`src/rtl/riscv_bp_pkg.sv`:
```
// riscv_bp_pkg
//   Shared definitions for the IF-stage branch predictor: branch-kind
//   encodings as resolved in ID, the canonical NOP, and the BTB index/tag
//   slicing helpers so every user splits a PC the same way.
package riscv_bp_pkg;

    typedef enum logic [1:0] {
        BP_COND = 2'b00,   // conditional branch
        BP_JAL  = 2'b01,   // plain jal
        BP_CALL = 2'b10,   // jal with rd = x1
        BP_RET  = 2'b11    // jalr x0, 0(x1)
    } bp_kind_e;

    localparam logic [31:0] NOP = 32'h0000_0013;

    // Word-aligned index: pc[idxw+1:2]. Caller truncates to its index width.
    function automatic logic [63:0] bp_index(input logic [63:0] pc, input int unsigned idxw);
        return (pc >> 2) & ((64'd1 << idxw) - 64'd1);
    endfunction

    // Tag: everything above the index bits. Caller truncates to its tag width.
    function automatic logic [63:0] bp_tag(input logic [63:0] pc, input int unsigned idxw);
        return pc >> (idxw + 2);
    endfunction

endpackage

```
`src/rtl/bp_ras.sv`:
```
// bp_ras
//   Circular return address stack. A push when full overwrites the oldest
//   entry and the count stays at DEPTH. The caller only asserts pop_i when
//   count_o is non-zero; push and pop are never asserted together.
// Ports:
//   clk, rst      clock, synchronous active-high reset (pointer and count)
//   push_i        push push_data_i
//   pop_i         discard the top entry
//   push_data_i   return address to push
//   top_o         most recently pushed live entry
//   empty_o       no live entries
//   count_o       number of live entries, 0..DEPTH
module bp_ras #(
    parameter  int unsigned DEPTH = 4,
    parameter  int unsigned W     = 32,
    localparam int unsigned CW    = $clog2(DEPTH + 1)
) (
    input  logic          clk,
    input  logic          rst,
    input  logic          push_i,
    input  logic          pop_i,
    input  logic [W-1:0]  push_data_i,
    output logic [W-1:0]  top_o,
    output logic          empty_o,
    output logic [CW-1:0] count_o
);
    localparam int unsigned PW = (DEPTH > 1) ? $clog2(DEPTH) : 1;

    logic [W-1:0]  stack_q [DEPTH];
    logic [PW-1:0] sp_q, sp_d;          // next free slot
    logic [PW-1:0] sp_inc, sp_dec;
    logic [CW-1:0] count_q, count_d;

    // Explicit wrap so a non power-of-two DEPTH still cycles correctly.
    assign sp_inc = (sp_q == PW'(DEPTH - 1)) ? '0 : sp_q + PW'(1);
    assign sp_dec = (sp_q == '0) ? PW'(DEPTH - 1) : sp_q - PW'(1);

    always_comb begin
        sp_d    = sp_q;
        count_d = count_q;
        if (push_i) begin
            sp_d    = sp_inc;
            count_d = (count_q == CW'(DEPTH)) ? count_q : count_q + CW'(1);
        end else if (pop_i) begin
            sp_d    = sp_dec;
            count_d = count_q - CW'(1);
        end
    end

    always_ff @(posedge clk) begin
        if (rst) begin
            sp_q    <= '0;
            count_q <= '0;
        end else begin
            sp_q    <= sp_d;
            count_q <= count_d;
            if (push_i) stack_q[sp_q] <= push_data_i;
        end
    end

    assign top_o   = stack_q[sp_dec];
    assign empty_o = (count_q == '0);
    assign count_o = count_q;

endmodule

```
`src/rtl/branch_predictor.sv`:
```
// branch_predictor
//   BTB with per-entry saturating direction counters, branch-kind tags and an
//   optional return address stack. Lookup is combinational on the fetch PC;
//   training happens at the edge with the outcome resolved in ID.
// Ports:
//   clk, rst             clock, synchronous active-high reset
//   lookup_pc_i          fetch PC to predict
//   pred_hit_o           valid entry with matching tag
//   pred_taken_o         predicted taken
//   pred_next_pc_o       predicted next fetch PC
//   upd_valid_i          one resolved control-flow instruction this cycle
//   upd_pc_i             PC of the resolved instruction
//   upd_kind_i           bp_kind_e of the resolved instruction
//   upd_taken_i          actual direction
//   upd_target_i         actual taken target
//   upd_mispredict_i     IF/ID flush this cycle
//   mispredict_cnt_o     saturating count of flush cycles
module branch_predictor
    import riscv_bp_pkg::*;
#(
    parameter int unsigned XLEN      = 32,
    parameter int unsigned ENTRIES   = 16,
    parameter int unsigned CTR_BITS  = 2,
    parameter int unsigned RAS_DEPTH = 4
) (
    input  logic            clk,
    input  logic            rst,
    input  logic [XLEN-1:0] lookup_pc_i,
    output logic            pred_hit_o,
    output logic            pred_taken_o,
    output logic [XLEN-1:0] pred_next_pc_o,
    input  logic            upd_valid_i,
    input  logic [XLEN-1:0] upd_pc_i,
    input  logic [1:0]      upd_kind_i,
    input  logic            upd_taken_i,
    input  logic [XLEN-1:0] upd_target_i,
    input  logic            upd_mispredict_i,
    output logic [31:0]     mispredict_cnt_o
);
    localparam int unsigned IDXW   = $clog2(ENTRIES);
    localparam int unsigned TAGW   = XLEN - IDXW - 2;
    localparam int unsigned RAS_CW = (RAS_DEPTH > 0) ? $clog2(RAS_DEPTH + 1) : 1;
    localparam logic [CTR_BITS-1:0] CTR_WEAK = CTR_BITS'(1 << (CTR_BITS - 1));

    function automatic logic [CTR_BITS-1:0] ctr_next(input logic [CTR_BITS-1:0] c,
                                                     input logic                up);
        if (up)  return (c == '1) ? c : c + CTR_BITS'(1);
        else     return (c == '0) ? c : c - CTR_BITS'(1);
    endfunction

    // Flop arrays so reset can clear every valid bit and counter at once.
    logic                valid_q [ENTRIES];
    logic [TAGW-1:0]     tag_q   [ENTRIES];
    logic [XLEN-1:0]     tgt_q   [ENTRIES];
    bp_kind_e            kind_q  [ENTRIES];
    logic [CTR_BITS-1:0] ctr_q   [ENTRIES];
    logic [31:0]         mcnt_q, mcnt_d;

    logic [IDXW-1:0]   lk_idx, up_idx;
    logic [TAGW-1:0]   lk_tag, up_tag;
    logic              up_hit;
    logic [XLEN-1:0]   lk_tgt;
    logic [XLEN-1:0]   ras_top;
    logic              ras_empty;
    logic [RAS_CW-1:0] ras_count;
    logic              ras_push, ras_pop;

    assign lk_idx = IDXW'(bp_index(64'(lookup_pc_i), IDXW));
    assign lk_tag = TAGW'(bp_tag(64'(lookup_pc_i), IDXW));
    assign up_idx = IDXW'(bp_index(64'(upd_pc_i), IDXW));
    assign up_tag = TAGW'(bp_tag(64'(upd_pc_i), IDXW));
    assign up_hit = valid_q[up_idx] && (tag_q[up_idx] == up_tag);

    // Lookup
    assign pred_hit_o   = valid_q[lk_idx] && (tag_q[lk_idx] == lk_tag);
    assign pred_taken_o = pred_hit_o &&
                          ((kind_q[lk_idx] != BP_COND) || ctr_q[lk_idx][CTR_BITS-1]);
    assign lk_tgt       = ((kind_q[lk_idx] == BP_RET) && !ras_empty) ? ras_top
                                                                     : tgt_q[lk_idx];
    assign pred_next_pc_o = pred_taken_o ? lk_tgt : lookup_pc_i + XLEN'(4);

    // RAS moves only on resolved calls/returns; a pop on empty is suppressed here.
    assign ras_push = upd_valid_i && (upd_kind_i == BP_CALL);
    assign ras_pop  = upd_valid_i && (upd_kind_i == BP_RET) && (ras_count != '0);

    if (RAS_DEPTH > 0) begin : g_ras
        bp_ras #(
            .DEPTH (RAS_DEPTH),
            .W     (XLEN)
        ) u_ras (
            .clk         (clk),
            .rst         (rst),
            .push_i      (ras_push),
            .pop_i       (ras_pop),
            .push_data_i (upd_pc_i + XLEN'(4)),
            .top_o       (ras_top),
            .empty_o     (ras_empty),
            .count_o     (ras_count)
        );
    end else begin : g_no_ras
        assign ras_top   = '0;
        assign ras_empty = 1'b1;
        assign ras_count = '0;
    end

    assign mcnt_d = (upd_mispredict_i && (mcnt_q != '1)) ? mcnt_q + 32'd1 : mcnt_q;

    // Training
    always_ff @(posedge clk) begin
        if (rst) begin
            for (int i = 0; i < int'(ENTRIES); i++) begin
                valid_q[i] <= 1'b0;
                ctr_q[i]   <= '0;
            end
            mcnt_q <= '0;
        end else begin
            mcnt_q <= mcnt_d;
            if (upd_valid_i) begin
                if (up_hit) begin
                    if (upd_kind_i == BP_COND)
                        ctr_q[up_idx] <= ctr_next(ctr_q[up_idx], upd_taken_i);
                    kind_q[up_idx] <= bp_kind_e'(upd_kind_i);
                    if (upd_taken_i) tgt_q[up_idx] <= upd_target_i;
                end else if (upd_taken_i) begin
                    valid_q[up_idx] <= 1'b1;
                    tag_q[up_idx]   <= up_tag;
                    tgt_q[up_idx]   <= upd_target_i;
                    kind_q[up_idx]  <= bp_kind_e'(upd_kind_i);
                    ctr_q[up_idx]   <= CTR_WEAK;
                end
            end
        end
    end

    assign mispredict_cnt_o = mcnt_q;

endmodule

```
`config.mk`:
```
export PLATFORM = sky130hd
export DESIGN_NAME = branch_predictor
export DESIGN_NICKNAME = d
export VERILOG_FILES = /design/src/rtl/riscv_bp_pkg.sv /design/src/rtl/bp_ras.sv /design/src/rtl/branch_predictor.sv
export SDC_FILE = /design/constraint.sdc
export NUM_CORES = 2
export LEC_CHECK = 0
export CAP_MARGIN = 10
export CELL_PAD_IN_SITES_DETAIL_PLACEMENT = 0
export CELL_PAD_IN_SITES_GLOBAL_PLACEMENT = 2
export CORE_MARGIN = 3
export CORE_UTILIZATION = 34
export DETAILED_ROUTE_END_ITERATION = 8
export GPL_ROUTABILITY_DRIVEN = 1
export PLACE_DENSITY = 0.66
export SYNTH_ARGS = -nofsm -noshare
export SYNTH_HDL_FRONTEND = slang
export SYNTH_SLANG_ARGS = --single-unit
```
`constraint.sdc`:
```
create_clock -name clk -period 5.75 [get_ports clk]
set_input_delay 1.4375 -clock clk [delete_from_list [all_inputs] [get_ports clk]]
set_output_delay 1.4375 -clock clk [all_outputs]
set_load 0.01 [all_outputs]
```
==> results.md <==
Synthesis:
- Of the total synthesized cell area, the portion taken by AND, OR, NAND and NOR gates is around 4.2%.
- Of the synthesized area, sequential elements account for about two thirds.
- The Yosys step of the flow raised 0 warnings.
- The xor and xnor area share after synthesis is 2.14%.
- The biggest area contributor in the post-synthesis netlist is sky130_fd_sc_hd__edfxtp_1.
- After synthesis the netlist holds a flip-flop and latch count of 1,173.
- The adder and majority cell fraction of the synthesized area is less than 1%.
- The share of synthesized area in the top cell type comes to approximately two thirds.
- The cell count after synthesis came out at around 2,800.
- The post-synthesis async set-or-reset flop share is 0%.
- Synthesis produced a netlist with a net count of approximately 2,900.
- The leading register cell type out of synthesis is sky130_fd_sc_hd__edfxtp_1.
- The number of unique standard cell types used by synthesis is 75.
- The synthesized netlist devotes under 10% of its cell area to compound gates.
- After synthesis, the share of cell area in mux cells is around 21%.
- Ranked by total cell area, the synthesized netlist is headed by sky130_fd_sc_hd__edfxtp_1, sky130_fd_sc_hd__mux4_2, sky130_fd_sc_hd__mux2i_1.
- The combined area of all synthesized cells is 51,500 µm².
- The main combinational cell family by area after synthesis is multiplexers.
- The synthesized area per cell is around 19 µm².
- The number of synthesized flops with an enable pin is roughly 1,100.

Worst hold path:
- The destination of the worst hold path is valid_q[10]$_DFF_P_.
- Counting instances, the worst hold path has a depth of 2.
- The tightest min-delay check is of the reg -> reg type.
- In this run the most critical hold path is launched from valid_q[10]$_DFF_P_.

Timing:
- Setup repair after global routing could not meet its margin everywhere.
- The final clock period utilization by the worst path is 107%.
- In this run the tightest slew margin relative to its limit is a little under two fifths.
- The number of max-slew violations in the final report is 0.
- Derived from the worst setup path, the maximum achievable clock frequency is roughly 160 MHz.
- The final hold violation count is 0.
- The number of setup violations in the final report is 34.
- Setup slack on the critical path of the routed design comes to -0.426 ns.
- In the final timing run, aggregate negative setup slack is -12.01 ns.
- The slew at the pin closest to its max-slew limit is between 0.9 and 1 ns.
- Between clock sinks in the finished design, the worst skew comes to about 0.052 ns.
- Subtracting the final worst setup slack from the clock period gives ~6.2 ns.

Worst setup path:
- Counting cells, the worst reg-to-reg path comes to 10.
- In this run the critical register-to-register path is captured at ctr_q[0][1]$_SDFFCE_PN0P_.
- The slack of the worst reg-to-reg path is between 1.5 and 2 ns.
- The kind of launch point of the worst setup path is a primary input.
- The start-to-end type of the worst setup path is in -> out.
- The largest fanout on the critical path is 8.
- STA classifies the critical path endpoint as an output pin.
- The data required time of the critical path is roughly 4.3 ns.
- The startpoint identified for the worst register-to-register timing path is tag_q[4][7]$_DFFE_PP_.
- Data arrives at the worst endpoint at around 4.7 ns.

Floorplan:
- In this run the horizontal extent of the chip is between 300 and 400 µm.
- The I/O pin total is between 150 and 200.
- The die covers about 160,000 µm².
- The area of the core is roughly 150,000 µm².
- The initial cell density of the core is 34.3%.
- The floorplan has around 140 rows.
- From bottom edge to top edge, the die measures 395 µm.

Power and ir drop:
- The switching fraction of total power is roughly a quarter.
- The total power density per cell area is between 300 and 400 nW/µm².
- VDD sags by at most 0.192 mV.
- In this run the static leakage power is between 0.02 and 0.025 µW.
- Per report_power, the clock group accounts for 42.9% of the total.
- Summed over all nets, the switching power comes to about 4500 µW.
- Per report_power, the combinational group accounts for ~8.5% of the total.
- Registers are responsible for about half of the overall power.
- The internal power of the cells totals around 15,000 µW.

Route:
- Wires add up to about 160,000 µm.
- For this block, the via count after detailed routing is ~30,000.
- The via count normalized by instance count is approximately 5.5.
- The detailed router finished its first iteration with 3,168 violations.
- The remaining number of nets flagged by the antenna check after routing is 0.
- In the final routed layout, each cell accounts on average for around 30 µm.
- For this run, design rule violations remaining after detail routing come to 0.
- Before antenna repair, the detailed router went through 5 iterations.

CTS:
- Counting the buffers created by CTS gives 133.
- The number of levels the H-tree was split into is 4.
- The clock passes through at most 3 buffers.
- The root cell of the clock tree is sky130_fd_sc_hd__clkbuf_16.
- The clock sink total is 1,173.
- For the worst-skew pair, the clock arrives at the later sink with an insertion delay of 0.79 ns.
- For this design, the CTS-stage hold fixing added 0 buffers.
- TritonCTS built the clock tree.
- After clock tree synthesis, the clock-pin slew on the worst setup and hold paths is ~0.060 ns.

GRT:
- The via count of the first global-routing pass was roughly 30,000.
- The number of antenna violations at the first check in global routing is 6.
- The overall overflow remaining after global route is 0.
- The first global-routing pass estimated around 230,000 µm of wire.
- Global routing used about a fifth of the available tracks.
- The maximum number of pins on one net before global-route repair is just over 70.

Place:
- At the end of routability-driven placement, the weighted congestion stood at ~0.87.
- Summing all placed instances gives a cell area of between 50,000 and 60,000 µm².
- The total half-perimeter wirelength after legalization and detailed placement is about 110,000 µm.
- The count of input and output buffers is 168.

Final layout:
- The library cells used most frequently in the layout, excluding fill and tap cells, are sky130_fd_sc_hd__edfxtp_1, sky130_fd_sc_hd__mux4_2, sky130_fd_sc_hd__buf_4.
- Cells with a size suffix above 1 make up roughly a third of the layout.
- The most common cell after layout, fill and taps aside is sky130_fd_sc_hd__edfxtp_1.
- The net count of the finished layout is 3,380.
- Compared with the post-synthesis result, the final layout area differs by 23.5%.
- After routing the design area is approximately 64,000 µm².
- The final cell utilization of the core is roughly 42%.

Run status:
- The flow ran to the end, but the final reports show violations.
- The checks that failed: setup timing.

Run:
- Across the run, the number of max-cap violations was 0.
[layout make-up]
type                            instances  area, µm²
Timing Repair Buffer                  524       5540
Clock inverter                         75        888
Tap cell                             2016       2520
Clock buffer                          168       3470
Inverter                               49        184
Antenna cell                            6       15.0
Multi-Input combinational cell       1385      16300
Fill cell                           13100      86500
Sequential cell                      1173      34700
[kinds of logic after synthesis]
logic type,count (synthesis)
flops,1173
compound gates,203
mux,590
xor+xnor,126
simple gates,454
fa+ha+maj,12
buf+inv,205
[layer usage]
metal / vias up / routed length [µm] / GRT usage [%]
met5: - / 23 / 0
met4: 4 / 3600 / 5.54
met3: 193 / 12500 / 4.32
met2: 1293 / 78300 / 33.1
met1: 15900 / 68500 / 28.8
li1: 12400 / - / -
[state kept, by name, indices dropped and copies added, names as in the netlist]
register	cells
mispredict_cnt_o	32
kind_q	32
tgt_q	512
g_ras.u_ras.sp_q	2
valid_q	16
g_ras.u_ras.stack_q	128
tag_q	416
g_ras.u_ras.count_o	3
ctr_q	32
[worst max-delay path, stage by stage]
cell	delay (ns)
sky130_fd_sc_hd__buf_16	0.14
sky130_fd_sc_hd__buf_16	0.15
sky130_fd_sc_hd__buf_12	0.13
sky130_fd_sc_hd__buf_6	0.10
sky130_fd_sc_hd__mux4_2	0.48
sky130_fd_sc_hd__nor2b_4	0.14
sky130_fd_sc_hd__a211oi_2	0.15
sky130_fd_sc_hd__a21oi_1	0.07
sky130_fd_sc_hd__xor2_1	0.21
sky130_fd_sc_hd__nor4_2	0.34
sky130_fd_sc_hd__buf_4	0.21
sky130_fd_sc_hd__and3b_1	0.17
sky130_fd_sc_hd__nand4b_1	0.10
sky130_fd_sc_hd__buf_6	0.18
sky130_fd_sc_hd__buf_16	0.17
sky130_fd_sc_hd__buf_4	0.15
sky130_fd_sc_hd__mux2i_4	0.21
sky130_fd_sc_hd__buf_6	0.14
[worst max path at each step]
stage / to / slack [ns] / cells after the start / startpoint
floorplan: pred_next_pc_o[14] / 0.003 / 10 / lookup_pc_i[2]
global placement: pred_next_pc_o[21] / -1.25 / 12 / lookup_pc_i[2]
detailed placement: pred_next_pc_o[21] / -1.31 / 12 / lookup_pc_i[2]
CTS: pred_next_pc_o[15] / -0.40 / 18 / lookup_pc_i[2]
global route: pred_next_pc_o[7] / -0.57 / 18 / lookup_pc_i[2]
finish: pred_next_pc_o[21] / -0.43 / 18 / lookup_pc_i[2]
[synthesized netlist by cell type, drive strengths merged, types with 18 or more instances]
cell and instances:
nand4 28, xor2 47, nor3 19, clkbuf 70, nand3 46, dfxtp 53
mux2 46, mux4 408, buf 86, nand2 97, xnor2 79, o22ai 36
nor2b 30, and3 18, mux2i 136, edfxtp 1120, o21ai 30, a211oi 27
nor2 164, a21oi 39, inv 48
[power groups by stage]
stage	Clock [µW]	Combinational (µW)	Sequential [µW]
after floorplan	0	815	9620
after global placement	0	1590	9630
after detailed placement	0	1610	9630
after CTS	8530	1640	9450
after global routing	8880	1740	9460
final	8330	1640	9450
[repair_timing]
item	CTS	global route
endpoints found under the setup margin	34	34
endpoints found under the hold margin	0	0
pin swaps	11	14
gates resized for setup	183	31
buffers inserted	16	4
cloned	3	2
[per-stage QoR]
step	total power [µW]	std cells	hold WS [ns]	setup WS (ns)
5_1_grt	20100	5390	0.516	-0.567
2_1_floorplan	10400	2763	0.459	0.00348
3_3_place_gp	11200	5125	0.470	-1.25
4_1_cts	19600	5385	0.489	-0.398
6_report	19400	5396	0.492	-0.426
3_5_place_dp	11200	5125	0.478	-1.31
Note: power is estimated with default switching activity, not from simulation.
